==> config.mk <==
export PLATFORM = sky130hd
export DESIGN_NAME = usb_receiver
export DESIGN_NICKNAME = d
export VERILOG_FILES = /design/src/rtl/usb_rx_pkg.sv /design/src/rtl/usb_rx_line_decoder.sv /design/src/rtl/usb_receiver.sv
export SDC_FILE = /design/constraint.sdc
export NUM_CORES = 1
export LEC_CHECK = 0
export BUFFER_PORTS_ARGS = -buffer_cell sky130_fd_sc_hd__buf_2
export CAP_MARGIN = 20
export CORE_UTILIZATION = 61
export DETAILED_ROUTE_END_ITERATION = 12
export PLACE_DENSITY = 0.82
export SLEW_MARGIN = 20
export SYNTH_ARGS = -nofsm -noshare
export SYNTH_HDL_FRONTEND = slang
export SYNTH_HIERARCHICAL = 1
export SYNTH_SLANG_ARGS = --single-unit
==> constraint.sdc <==
create_clock -name clk -period 5 [get_ports clk]
set_input_delay 1.5 -clock clk [delete_from_list [all_inputs] [get_ports clk]]
set_output_delay 1.5 -clock clk [all_outputs]
set_load 0.005 [all_outputs]
==> src/rtl/usb_rx_pkg.sv <==
// Shared types and constants for the simplified USB full-speed receiver.
// Optional bit unstuffing is enabled with the macro USB_RX_BIT_UNSTUFF_EN.
package usb_rx_pkg;

  typedef enum logic [2:0] {
    ST_IDLE  = 3'd0,
    ST_SYNC  = 3'd1,
    ST_PID   = 3'd2,
    ST_CRC5  = 3'd3,
    ST_CRC16 = 3'd4,
    ST_DATA  = 3'd5,
    ST_EOP   = 3'd6,
    ST_ERR   = 3'd7
  } rx_state_e;

  localparam logic [7:0] PID_IN       = 8'h69;
  localparam logic [7:0] PID_DATA0    = 8'hC3;
  localparam logic [7:0] PID_ACK      = 8'hD2;
  localparam logic [7:0] SYNC_PATTERN = 8'h80;

  localparam logic [1:0] PID_TYPE_TOKEN = 2'b01;
  localparam logic [1:0] PID_TYPE_HAND  = 2'b10;
  localparam logic [1:0] PID_TYPE_DATA  = 2'b11;

  localparam int unsigned LEN_SYNC  = 8;
  localparam int unsigned LEN_PID   = 8;
  localparam int unsigned LEN_CRC5  = 5;
  localparam int unsigned LEN_CRC16 = 16;
  localparam int unsigned LEN_DATA  = 64;

  // Upper nibble of a PID must be the complement of the lower nibble.
  function automatic logic pid_ok(input logic [7:0] pid);
    return (pid[7:4] == ~pid[3:0]);
  endfunction

  // Index of the final bit of the field collected in a given state.
  function automatic logic [6:0] field_last(input rx_state_e st);
    case (st)
      ST_SYNC:  return 7'(LEN_SYNC - 1);
      ST_PID:   return 7'(LEN_PID - 1);
      ST_CRC5:  return 7'(LEN_CRC5 - 1);
      ST_CRC16: return 7'(LEN_CRC16 - 1);
      ST_DATA:  return 7'(LEN_DATA - 1);
      default:  return 7'd0;
    endcase
  endfunction

endpackage

==> src/rtl/usb_rx_line_decoder.sv <==
// Line front end: synchronizer, J/K edge detect, drift-tracking bit timer,
// sample strobe, SE0 detect and NRZI decode. Bit unstuffing is active when
// USB_RX_BIT_UNSTUFF_EN is defined.
module usb_rx_line_decoder
  import usb_rx_pkg::*;
#(
  parameter int unsigned CLKS_PER_BIT = 8,
  parameter int unsigned SAMPLE_POINT = 3
) (
  input  logic clk,
  input  logic n_rst,
  input  logic d_plus,
  input  logic d_minus,
  input  logic idle_i,
  input  logic count_en_i,
  output logic start_o,
  output logic bit_valid_o,
  output logic bit_o,
  output logic se0_o,
  output logic j_o,
  output logic stuff_err_o
);

  localparam int unsigned TW = (CLKS_PER_BIT > 2) ? $clog2(CLKS_PER_BIT) : 1;
`ifdef USB_RX_BIT_UNSTUFF_EN
  localparam logic UNSTUFF = 1'b1;
`else
  localparam logic UNSTUFF = 1'b0;
`endif

  logic [1:0]    sync1_q, sync1_d, sync2_q, sync2_d;
  logic          lvl_q, lvl_d;          // last J/K level seen, 1 = J
  logic          nrzi_prev_q, nrzi_prev_d;
  logic [TW-1:0] timer_q, timer_d;
  logic [2:0]    ones_q, ones_d;

  logic is_j, is_k, is_se0, edge_s, strobe, decoded, stuff_slot;

  // Synchronizer, edge tracking, bit timer, NRZI history and ones counter.
  always_comb begin
    sync1_d = {d_plus, d_minus};
    sync2_d = sync1_q;
    is_se0  = (sync2_q == 2'b00);
    is_k    = (sync2_q == 2'b01);
    is_j    = sync2_q[1];           // (1,1) is treated as J
    edge_s  = (is_j || is_k) && (is_j != lvl_q);
    lvl_d   = (is_j || is_k) ? is_j : lvl_q;

    if (edge_s || (timer_q == TW'(CLKS_PER_BIT - 1))) begin
      timer_d = '0;
    end else begin
      timer_d = timer_q + TW'(1);
    end

    strobe     = !idle_i && (timer_q == TW'(SAMPLE_POINT));
    decoded    = (is_j == nrzi_prev_q);
    stuff_slot = UNSTUFF && count_en_i && (ones_q == 3'd6);

    if (idle_i) begin
      nrzi_prev_d = 1'b1;
    end else if (strobe && !is_se0) begin
      nrzi_prev_d = is_j;
    end else begin
      nrzi_prev_d = nrzi_prev_q;
    end

    if (idle_i || !count_en_i) begin
      ones_d = 3'd0;
    end else if (strobe && !is_se0) begin
      if (stuff_slot || !decoded) begin
        ones_d = 3'd0;
      end else begin
        ones_d = ones_q + 3'd1;
      end
    end else begin
      ones_d = ones_q;
    end

    start_o     = edge_s && is_k;
    bit_valid_o = strobe && !is_se0 && !stuff_slot;
    bit_o       = decoded;
    se0_o       = strobe && is_se0;
    j_o         = strobe && is_j;
    stuff_err_o = strobe && !is_se0 && stuff_slot && decoded;
  end

  // Front-end state registers; idle line is J.
  always_ff @(posedge clk or negedge n_rst) begin
    if (!n_rst) begin
      sync1_q     <= 2'b10;
      sync2_q     <= 2'b10;
      lvl_q       <= 1'b1;
      nrzi_prev_q <= 1'b1;
      timer_q     <= '0;
      ones_q      <= 3'd0;
    end else begin
      sync1_q     <= sync1_d;
      sync2_q     <= sync2_d;
      lvl_q       <= lvl_d;
      nrzi_prev_q <= nrzi_prev_d;
      timer_q     <= timer_d;
      ones_q      <= ones_d;
    end
  end

endmodule

==> src/rtl/usb_receiver.sv <==
// Simplified USB full-speed packet receiver: frames SYNC/PID/CRC/DATA/EOP and
// latches each field onto a held output register. Bit unstuffing is enabled
// with USB_RX_BIT_UNSTUFF_EN.
module usb_receiver
  import usb_rx_pkg::*;
#(
  parameter int unsigned CLKS_PER_BIT = 8,
  parameter int unsigned SAMPLE_POINT = 3
) (
  input  logic        clk,
  input  logic        n_rst,
  input  logic        d_plus,
  input  logic        d_minus,
  output logic [7:0]  rcv_sync,
  output logic [7:0]  rcv_pid,
  output logic [4:0]  rcv_crc5,
  output logic [15:0] rcv_crc16,
  output logic [63:0] rcv_data
);

  rx_state_e   state_q, state_d;
  logic [6:0]  cnt_q, cnt_d;
  logic [62:0] sr_q, sr_d;
  logic        se0_seen_q, se0_seen_d;
  logic [7:0]  rcv_sync_q, rcv_sync_d, rcv_pid_q, rcv_pid_d;
  logic [4:0]  rcv_crc5_q, rcv_crc5_d;
  logic [15:0] rcv_crc16_q, rcv_crc16_d;
  logic [63:0] rcv_data_q, rcv_data_d;

  logic        start_s, bit_valid_s, bit_s, se0_s, j_s, stuff_err_s;
  logic        in_field_s, counting_s, last_bit_s;
  logic [63:0] sr_next_s;

  assign in_field_s = (state_q == ST_SYNC) || (state_q == ST_PID) ||
                      (state_q == ST_CRC5) || (state_q == ST_CRC16) ||
                      (state_q == ST_DATA);
  assign counting_s = in_field_s && (state_q != ST_SYNC);
  assign sr_next_s  = {bit_s, sr_q};
  assign last_bit_s = in_field_s && bit_valid_s && (cnt_q == field_last(state_q));

  usb_rx_line_decoder #(
    .CLKS_PER_BIT(CLKS_PER_BIT),
    .SAMPLE_POINT(SAMPLE_POINT)
  ) u_line (
    .clk        (clk),
    .n_rst      (n_rst),
    .d_plus     (d_plus),
    .d_minus    (d_minus),
    .idle_i     (state_q == ST_IDLE),
    .count_en_i (counting_s),
    .start_o    (start_s),
    .bit_valid_o(bit_valid_s),
    .bit_o      (bit_s),
    .se0_o      (se0_s),
    .j_o        (j_s),
    .stuff_err_o(stuff_err_s)
  );

  // FSM state register.
  always_ff @(posedge clk or negedge n_rst) begin
    if (!n_rst) begin
      state_q <= ST_IDLE;
    end else begin
      state_q <= state_d;
    end
  end

  // Next-state logic: field sequencing, SE0 abort and EOP/ERR recovery.
  always_comb begin
    state_d = state_q;
    case (state_q)
      ST_IDLE: begin
        if (start_s) state_d = ST_SYNC;
        else         state_d = ST_IDLE;
      end
      ST_SYNC, ST_PID, ST_CRC5, ST_CRC16, ST_DATA: begin
        if (se0_s) begin
          state_d = ST_EOP;
        end else if (stuff_err_s) begin
          state_d = ST_ERR;
        end else if (last_bit_s) begin
          case (state_q)
            ST_SYNC: state_d = (sr_next_s[63:56] == SYNC_PATTERN) ? ST_PID : ST_ERR;
            ST_PID: begin
              if (!pid_ok(sr_next_s[63:56])) begin
                state_d = ST_ERR;
              end else begin
                case (sr_next_s[57:56])
                  PID_TYPE_TOKEN: state_d = ST_CRC5;
                  PID_TYPE_DATA:  state_d = ST_CRC16;
                  PID_TYPE_HAND:  state_d = ST_EOP;
                  default:        state_d = ST_ERR;
                endcase
              end
            end
            ST_CRC5:  state_d = ST_EOP;
            ST_CRC16: state_d = ST_DATA;
            ST_DATA:  state_d = ST_EOP;
            default:  state_d = ST_ERR;
          endcase
        end else begin
          state_d = state_q;
        end
      end
      ST_EOP, ST_ERR: begin
        if (j_s && se0_seen_q) state_d = ST_IDLE;
        else                   state_d = state_q;
      end
      default: state_d = ST_IDLE;
    endcase
  end

  // Output/datapath logic: shift register, bit counter and field commits.
  always_comb begin
    rcv_sync_d  = rcv_sync_q;
    rcv_pid_d   = rcv_pid_q;
    rcv_crc5_d  = rcv_crc5_q;
    rcv_crc16_d = rcv_crc16_q;
    rcv_data_d  = rcv_data_q;
    sr_d        = bit_valid_s ? sr_next_s[63:1] : sr_q;

    if (state_d != state_q) begin
      cnt_d = 7'd0;
    end else if (in_field_s && bit_valid_s) begin
      cnt_d = cnt_q + 7'd1;
    end else begin
      cnt_d = cnt_q;
    end

    if ((state_q == ST_EOP) || (state_q == ST_ERR)) begin
      se0_seen_d = se0_seen_q || se0_s;
    end else begin
      se0_seen_d = se0_s;   // an abort arrives with SE0 already seen
    end

    if (last_bit_s) begin
      case (state_q)
        ST_SYNC:  rcv_sync_d  = sr_next_s[63:56];
        ST_PID:   rcv_pid_d   = sr_next_s[63:56];
        ST_CRC5:  rcv_crc5_d  = sr_next_s[63:59];
        ST_CRC16: rcv_crc16_d = sr_next_s[63:48];
        ST_DATA:  rcv_data_d  = sr_next_s;
        default:  rcv_data_d  = rcv_data_q;
      endcase
    end else begin
      rcv_data_d = rcv_data_q;
    end
  end

  // Datapath and output registers.
  always_ff @(posedge clk or negedge n_rst) begin
    if (!n_rst) begin
      cnt_q       <= 7'd0;
      sr_q        <= '0;
      se0_seen_q  <= 1'b0;
      rcv_sync_q  <= 8'h00;
      rcv_pid_q   <= 8'h00;
      rcv_crc5_q  <= 5'h00;
      rcv_crc16_q <= 16'h0000;
      rcv_data_q  <= 64'h0;
    end else begin
      cnt_q       <= cnt_d;
      sr_q        <= sr_d;
      se0_seen_q  <= se0_seen_d;
      rcv_sync_q  <= rcv_sync_d;
      rcv_pid_q   <= rcv_pid_d;
      rcv_crc5_q  <= rcv_crc5_d;
      rcv_crc16_q <= rcv_crc16_d;
      rcv_data_q  <= rcv_data_d;
    end
  end

  assign rcv_sync  = rcv_sync_q;
  assign rcv_pid   = rcv_pid_q;
  assign rcv_crc5  = rcv_crc5_q;
  assign rcv_crc16 = rcv_crc16_q;
  assign rcv_data  = rcv_data_q;

endmodule

Yosys cells after proc, flatten, opt, wreduce, memory -nomap -nowiden
Cells that the tools add are included.
{"block": "word_totals", "ff_bits": 184, "output_inout_bits": 101}
{"block": "op_classes", "add_sub_neg": 2, "n_eq_ne": 19, "muxes": 16, "bitwise_logic": 1, "n_reduce_logical": 32}
{"operator": "one-hot mux 6 bit (4 select lines)", "n": 1}
{"operator": "two-way mux 3 bit", "n": 6}
{"operator": "one-hot mux 3 bit (3 select lines)", "n": 2}
{"operator": "== test 3 bit (second input constant)", "n": 5}
{"operator": "two-way mux 7 bit", "n": 2}
{"operator": "one-hot mux 3 bit (4 select lines)", "n": 1}
{"operator": "AND reduction 2 bit", "n": 5}
{"operator": "== test 3 x 2 -> 1 bit (second input constant)", "n": 3}
{"operator": "logical AND 1 bit", "n": 9}
{"operator": "== test 8 bit (second input constant)", "n": 1}
{"operator": "logical OR 1 bit", "n": 8}
{"operator": "adder 7 x 1 -> 7 bit (second input constant)", "n": 1}
{"operator": "== test 7 bit", "n": 1}
{"operator": "OR reduction 2 bit", "n": 3}
{"operator": "OR reduction 5 bit", "n": 1}
{"operator": "== test 2 x 1 -> 1 bit (second input constant)", "n": 2}
{"operator": "== test 2 bit (second input constant)", "n": 2}
{"operator": "== test 4 bit", "n": 1}
{"operator": "two-way mux 1 bit", "n": 4}
{"operator": "NOT 4 bit", "n": 1}
{"operator": "nonzero test 2 bit", "n": 2}
{"operator": "adder 3 x 1 -> 3 bit (second input constant)", "n": 1}
{"operator": "== test 3 x 1 -> 1 bit (second input constant)", "n": 1}
{"operator": "zero test 3 bit", "n": 1}
{"operator": "5 further kinds", "n": 6}

Longest topological paths before layout
{"block": "depth", "depth_word": 12, "ltp_mapped": 13, "ltp_nobuf": 10}

Hierarchy
The synthesis kept the hierarchy.
{"mod": "usb_receiver", "n_inst": 1, "cells_each": 472, "area_per_inst_um2": 7061.8, "seq_area_each_um2": 4379.2}
{"mod": "usb_rx_line_decoder", "n_inst": 1, "cells_each": 30, "area_per_inst_um2": 384.1, "seq_area_each_um2": 230.2}

Least setup slack after synthesis
No wires, ideal clock.
{"block": "synth_timing", "kind": "register to register", "startpoint": "register state_q[0]", "endpoint": "register rcv_crc16_q[13], in the netlist rcv_crc16[13]", "arrival_ns": 2.529, "path_slack_ns": 2.344, "path_stages_with_launch": 13, "n_path_buf": 3, "synth_period_minus_slack_ns": 2.656, "path_cell_list": "dfrtp_1 buf_2 or3_1 buf_2 inv_1 nand2b_1 a21oi_1 and4_4 o2111a_2 nand2_4 nor4_4 buf_6 mux2_1"}
{"block": "synth_via", "word_cells_on_any_way": 19, "cone_classes": "eq/ne (6); mux (1); reduce/logical (12)"}
{"element": "start: declaration", "line": "usb_receiver.sv:21", "text": "rx_state_e state_q, state_d;"}
{"element": "start signal: assignment", "line": "usb_receiver.sv:64", "text": "state_q <= state_d;"}
{"element": "zero test 3 bit", "line": "usb_receiver.sv:49", "text": ".idle_i (state_q == ST_IDLE),"}
{"element": "zero test 1 bit", "line": "usb_rx_line_decoder.sv:55", "text": "strobe = !idle_i && (timer_q == TW'(SAMPLE_POINT));"}
{"element": "logical AND 1 bit", "line": "usb_rx_line_decoder.sv:55"}
{"element": "logical AND 1 bit", "line": "usb_rx_line_decoder.sv:80", "text": "bit_valid_o = strobe && !is_se0 && !stuff_slot;"}
{"element": "named net bit_valid_s", "line": "usb_receiver.sv:30", "text": "logic start_s, bit_valid_s, bit_s, se0_s, j_s, stuff_err_s;"}
{"element": "logical AND 1 bit (2 in series)", "line": "usb_receiver.sv:39", "text": "assign last_bit_s = in_field_s && bit_valid_s && (cnt_q == field_last(state_q));"}
{"element": "AND reduction 2 bit (no line)"}
{"element": "end signal: assignment", "line": "usb_receiver.sv:168", "text": "rcv_crc16_q <= rcv_crc16_d;"}
{"element": "end: declaration", "line": "usb_receiver.sv:27", "text": "logic [15:0] rcv_crc16_q, rcv_crc16_d;"}
The timed path passes the listed nets, and every way through them passes these cells.
A chain may end at the register's enable or synchronous reset.

Worst setup path in the final report
{"block": "layout_timing", "startpoint": "register state_q[0]", "endpoint": "register rcv_data_q[59], in the netlist rcv_data[59]"}
{"block": "layout_via", "word_cells_on_any_way": 19, "cone_classes": "eq/ne (6); mux (1); reduce/logical (12)"}
{"element": "zero test 3 bit", "line": "usb_receiver.sv:49"}
{"element": "zero test 1 bit", "line": "usb_rx_line_decoder.sv:55"}
{"element": "logical AND 1 bit", "line": "usb_rx_line_decoder.sv:55"}
{"element": "logical AND 1 bit", "line": "usb_rx_line_decoder.sv:80"}
{"element": "named net bit_valid_s", "line": "usb_receiver.sv:30"}
{"element": "logical AND 1 bit (2 in series)", "line": "usb_receiver.sv:39"}
{"element": "AND reduction 2 bit (no line)"}
{"element": "end signal: assignment", "line": "usb_receiver.sv:169", "text": "rcv_data_q <= rcv_data_d;"}
{"element": "end: declaration", "line": "usb_receiver.sv:28", "text": "logic [63:0] rcv_data_q, rcv_data_d;"}
The timed path passes the listed nets, and every way through them passes these cells.

==> impl_metrics.py <==
metrics = {
    "placed_design": {
        "placed_cells": 723,
        "portBuffers": 104,
        "dpl.hpwl_um": 8640,
        "dp_slack_ps": 1610,
        "gp_congestion": 0.912,
    },
    "grt": {
        "grtUsageMet1": 0.307,
        "grt_use_met2": 0.359,
        "grt_pass1_vias": 4386,
        "met3_usage": 0.0664,
        "antenna_found_initial": 0,
        "grt_pass1_wl_um": 22400,
        "grt_usage": 0.233,
        "grt_max_degree": 81,
        "grt_remaining_overflow": 0,
        "top_usage_layer": "met2",
    },
    "clocking": {
        "clock_sinks": 184,
        "numCtsBuffers": 17,
        "tritoncts": "done",
        "ctsHoldBuffers": 0,
        "clk_path_buf_depth": 2,
        "insertion_delay_ps": 430,
        "cts_setup_buffers": 0,
        "h-tree-depth": 4,
        "cts_resized": 0,
        "ctsRootBufferMaster": "clkbuf_16",
        "clkSlewWorstSetupHoldPaths_ps": 60,
    },
    "power": {
        "p_leak_nw": 4.64,
        "power_density_nw_per_um2": 405,
        "fin_total_pwr_w": 0.00351,
        "irDropWorstVdd_v": 0.000294,
    },
    "die": {
        "initial_utilization": 0.638,
        "die_area_um2": 12600,
        "io_pins": 105,
        "rows": 39,
        "die_h_um": 112,
        "die_w_um": 112,
        "core-area_um2": 11700,
    },
    "sta": {
        "min_period_ps": 3450,
        "max_slew.worst_pin.slew_ps": 886,
        "fmax_ghz": 0.290,
        "worst_slack_ps": 1550,
        "drv_slew": 0,
        "setup_viol": 0,
        "rsz0062_at_grt": "false",
        "fin_worst_skew_ps": 7.27,
        "relSlewSlack": 0.405,
        "tns_ps": 0,
        "period_share": 0.690,
        "hold_violations": 0,
    },
    "synth": {
        "avgSynthCellArea_um2": 14.8,
        "synthCells": 501,
        "synth.net_count": 509,
        "yosys_warnings": 6,
        "netlist_area_um2": 7440,
    },
    "layout": {
        "fin_nets": 608,
        "fin_cells": 755,
        "fill_cells": 715,
        "final-seq-area_um2": 4610,
        "diodes": 0,
        "multiInputGateArea_um2": 2650,
        "drive_gt1_frac": 0.503,
        "syn_to_final_growth_pct": 16.4,
    },
    "route": {
        "ant_nets": 0,
        "wl_per_cell_um": 17.9,
        "drt_wl_total_um": 13500,
        "dr.pass1.iters": 6,
        "vias_per_cell": 5.79,
        "drcViolationCount": 0,
        "drtIter0Drc": 263,
        "vias": 4369,
    },
    "critical_path": {
        "critical_path_arrival_ps": 3750,
        "critical_path.cell_chain": "or3_1, inv_1, nand2b_1, a21oi_4, and4_4, o2111a_2, nand2_4, nor2_4, buf_4, mux2_2",
        "crit_path_max_fanout": 64,
        "critPathMaxStageDelay_ps": 720,
        "critPathSlowestCell": "dfrtp_1",
        "cp.required_ps": 5310,
        "endpoint_kind": "register",
        "startpoint": "state_q[0]",
        "r2r-start": "state_q[0]",
        "startpoint_type": "register",
        "worstSetupPathType": "register to register",
    },
    "outcome": {
        "outcome": "finished, final reports clean",
    },
    "min_path": {
        "min_path_type": "register to register",
        "worstHoldStart": "u_line/sync1_q[0]",
    },
    "flow_run": {
        "maxCapViolations": 0,
    },
}
-- critical path, delay by kind of cell (launching register included) --
kind / cells / cell delay, ps
buf+inv: 2 / 740
compound gates: 2 / 420
mux: 1 / 420
simple gates: 5 / 990
flops: 1 / 720
-- flip-flops by register name, indices dropped and copies added, names as in the netlist, 2 cells and up --
register / count
u_line/timer_q: 3
u_line/sync2_q: 2
u_line/sync1_q: 2
sr_q: 63
rcv_sync: 8
state_q: 3
rcv_pid: 8
rcv_crc16: 16
rcv_data: 64
rcv_crc5: 5
cnt_q: 7
-- stage by stage --
stage          area (um^2)  hold slack, ps   util
6_report              8660             349  0.742
5_1_grt               8660             352  0.742
4_1_cts               8640             349  0.741
3_5_place_dp          8040             337  0.689
3_3_place_gp          8040             340  0.689
2_1_floorplan         7440             331      -
-- final timing paths --
path	to	slack, ps	depth (start not counted)
min in group asynchronous	rcv_sync[4]	1100	1
max in group asynchronous	sr_q[49]	2940	2
worst min-delay path	u_line/sync2_q[0]	350	0
worst min register to register	u_line/sync2_q[0]	350	0
worst max register to register	rcv_data[59]	1550	10
worst max-delay path	rcv_data[59]	1550	10
-- metal layers --
| layer | vias to the layer above | share of wire |
|---|---|---|
| li1 | 1977 | - |
| met1 | 2230 | 0.44 |
| met2 | 138 | 0.49 |
| met3 | 24 | 0.054 |
| met4 | 0 | 0.019 |
| met5 | - | 0 |
-- layout by cell type, fill, tap and decap left out, drive strengths merged, types with 2 or more instances in the layout --
cell type	n
dfrtp	180
mux2	164
buf	110
clkbuf	24
nor2	17
a21oi	12
a211oi	10
inv	8
nand2	8
xor2	7
o21ai	5
nand2b	4
ha	4
dfstp	4
nor4	4
a31o	3
xnor2	3
nand4	3
a21o	3
nand3	3
bufinv	3
clkinv	3
or2	2
and2	2
nand3b	2
nor2b	2
and3	2
and4	2
-- power breakdown --
group | switching [W] | total [W] | internal, W
combinational | 0.000267 | 0.000459 | 0.000192
clock | 0.000527 | 0.00136 | 0.000836
sequential | 0.000137 | 0.00169 | 0.00155
-- final cells by class --
class / instances / share of cell area
flip-flops and latches: 184 / 0.533
multi-input cells: 279 / 0.307
well taps: 143 / 0.0207
inverters: 8 / 0.00347
repair buffers: 110 / 0.0665
clock buffers: 24 / 0.0568
clock inverters: 7 / 0.0134
No activity file was read; power rests on OpenSTA's default activity.
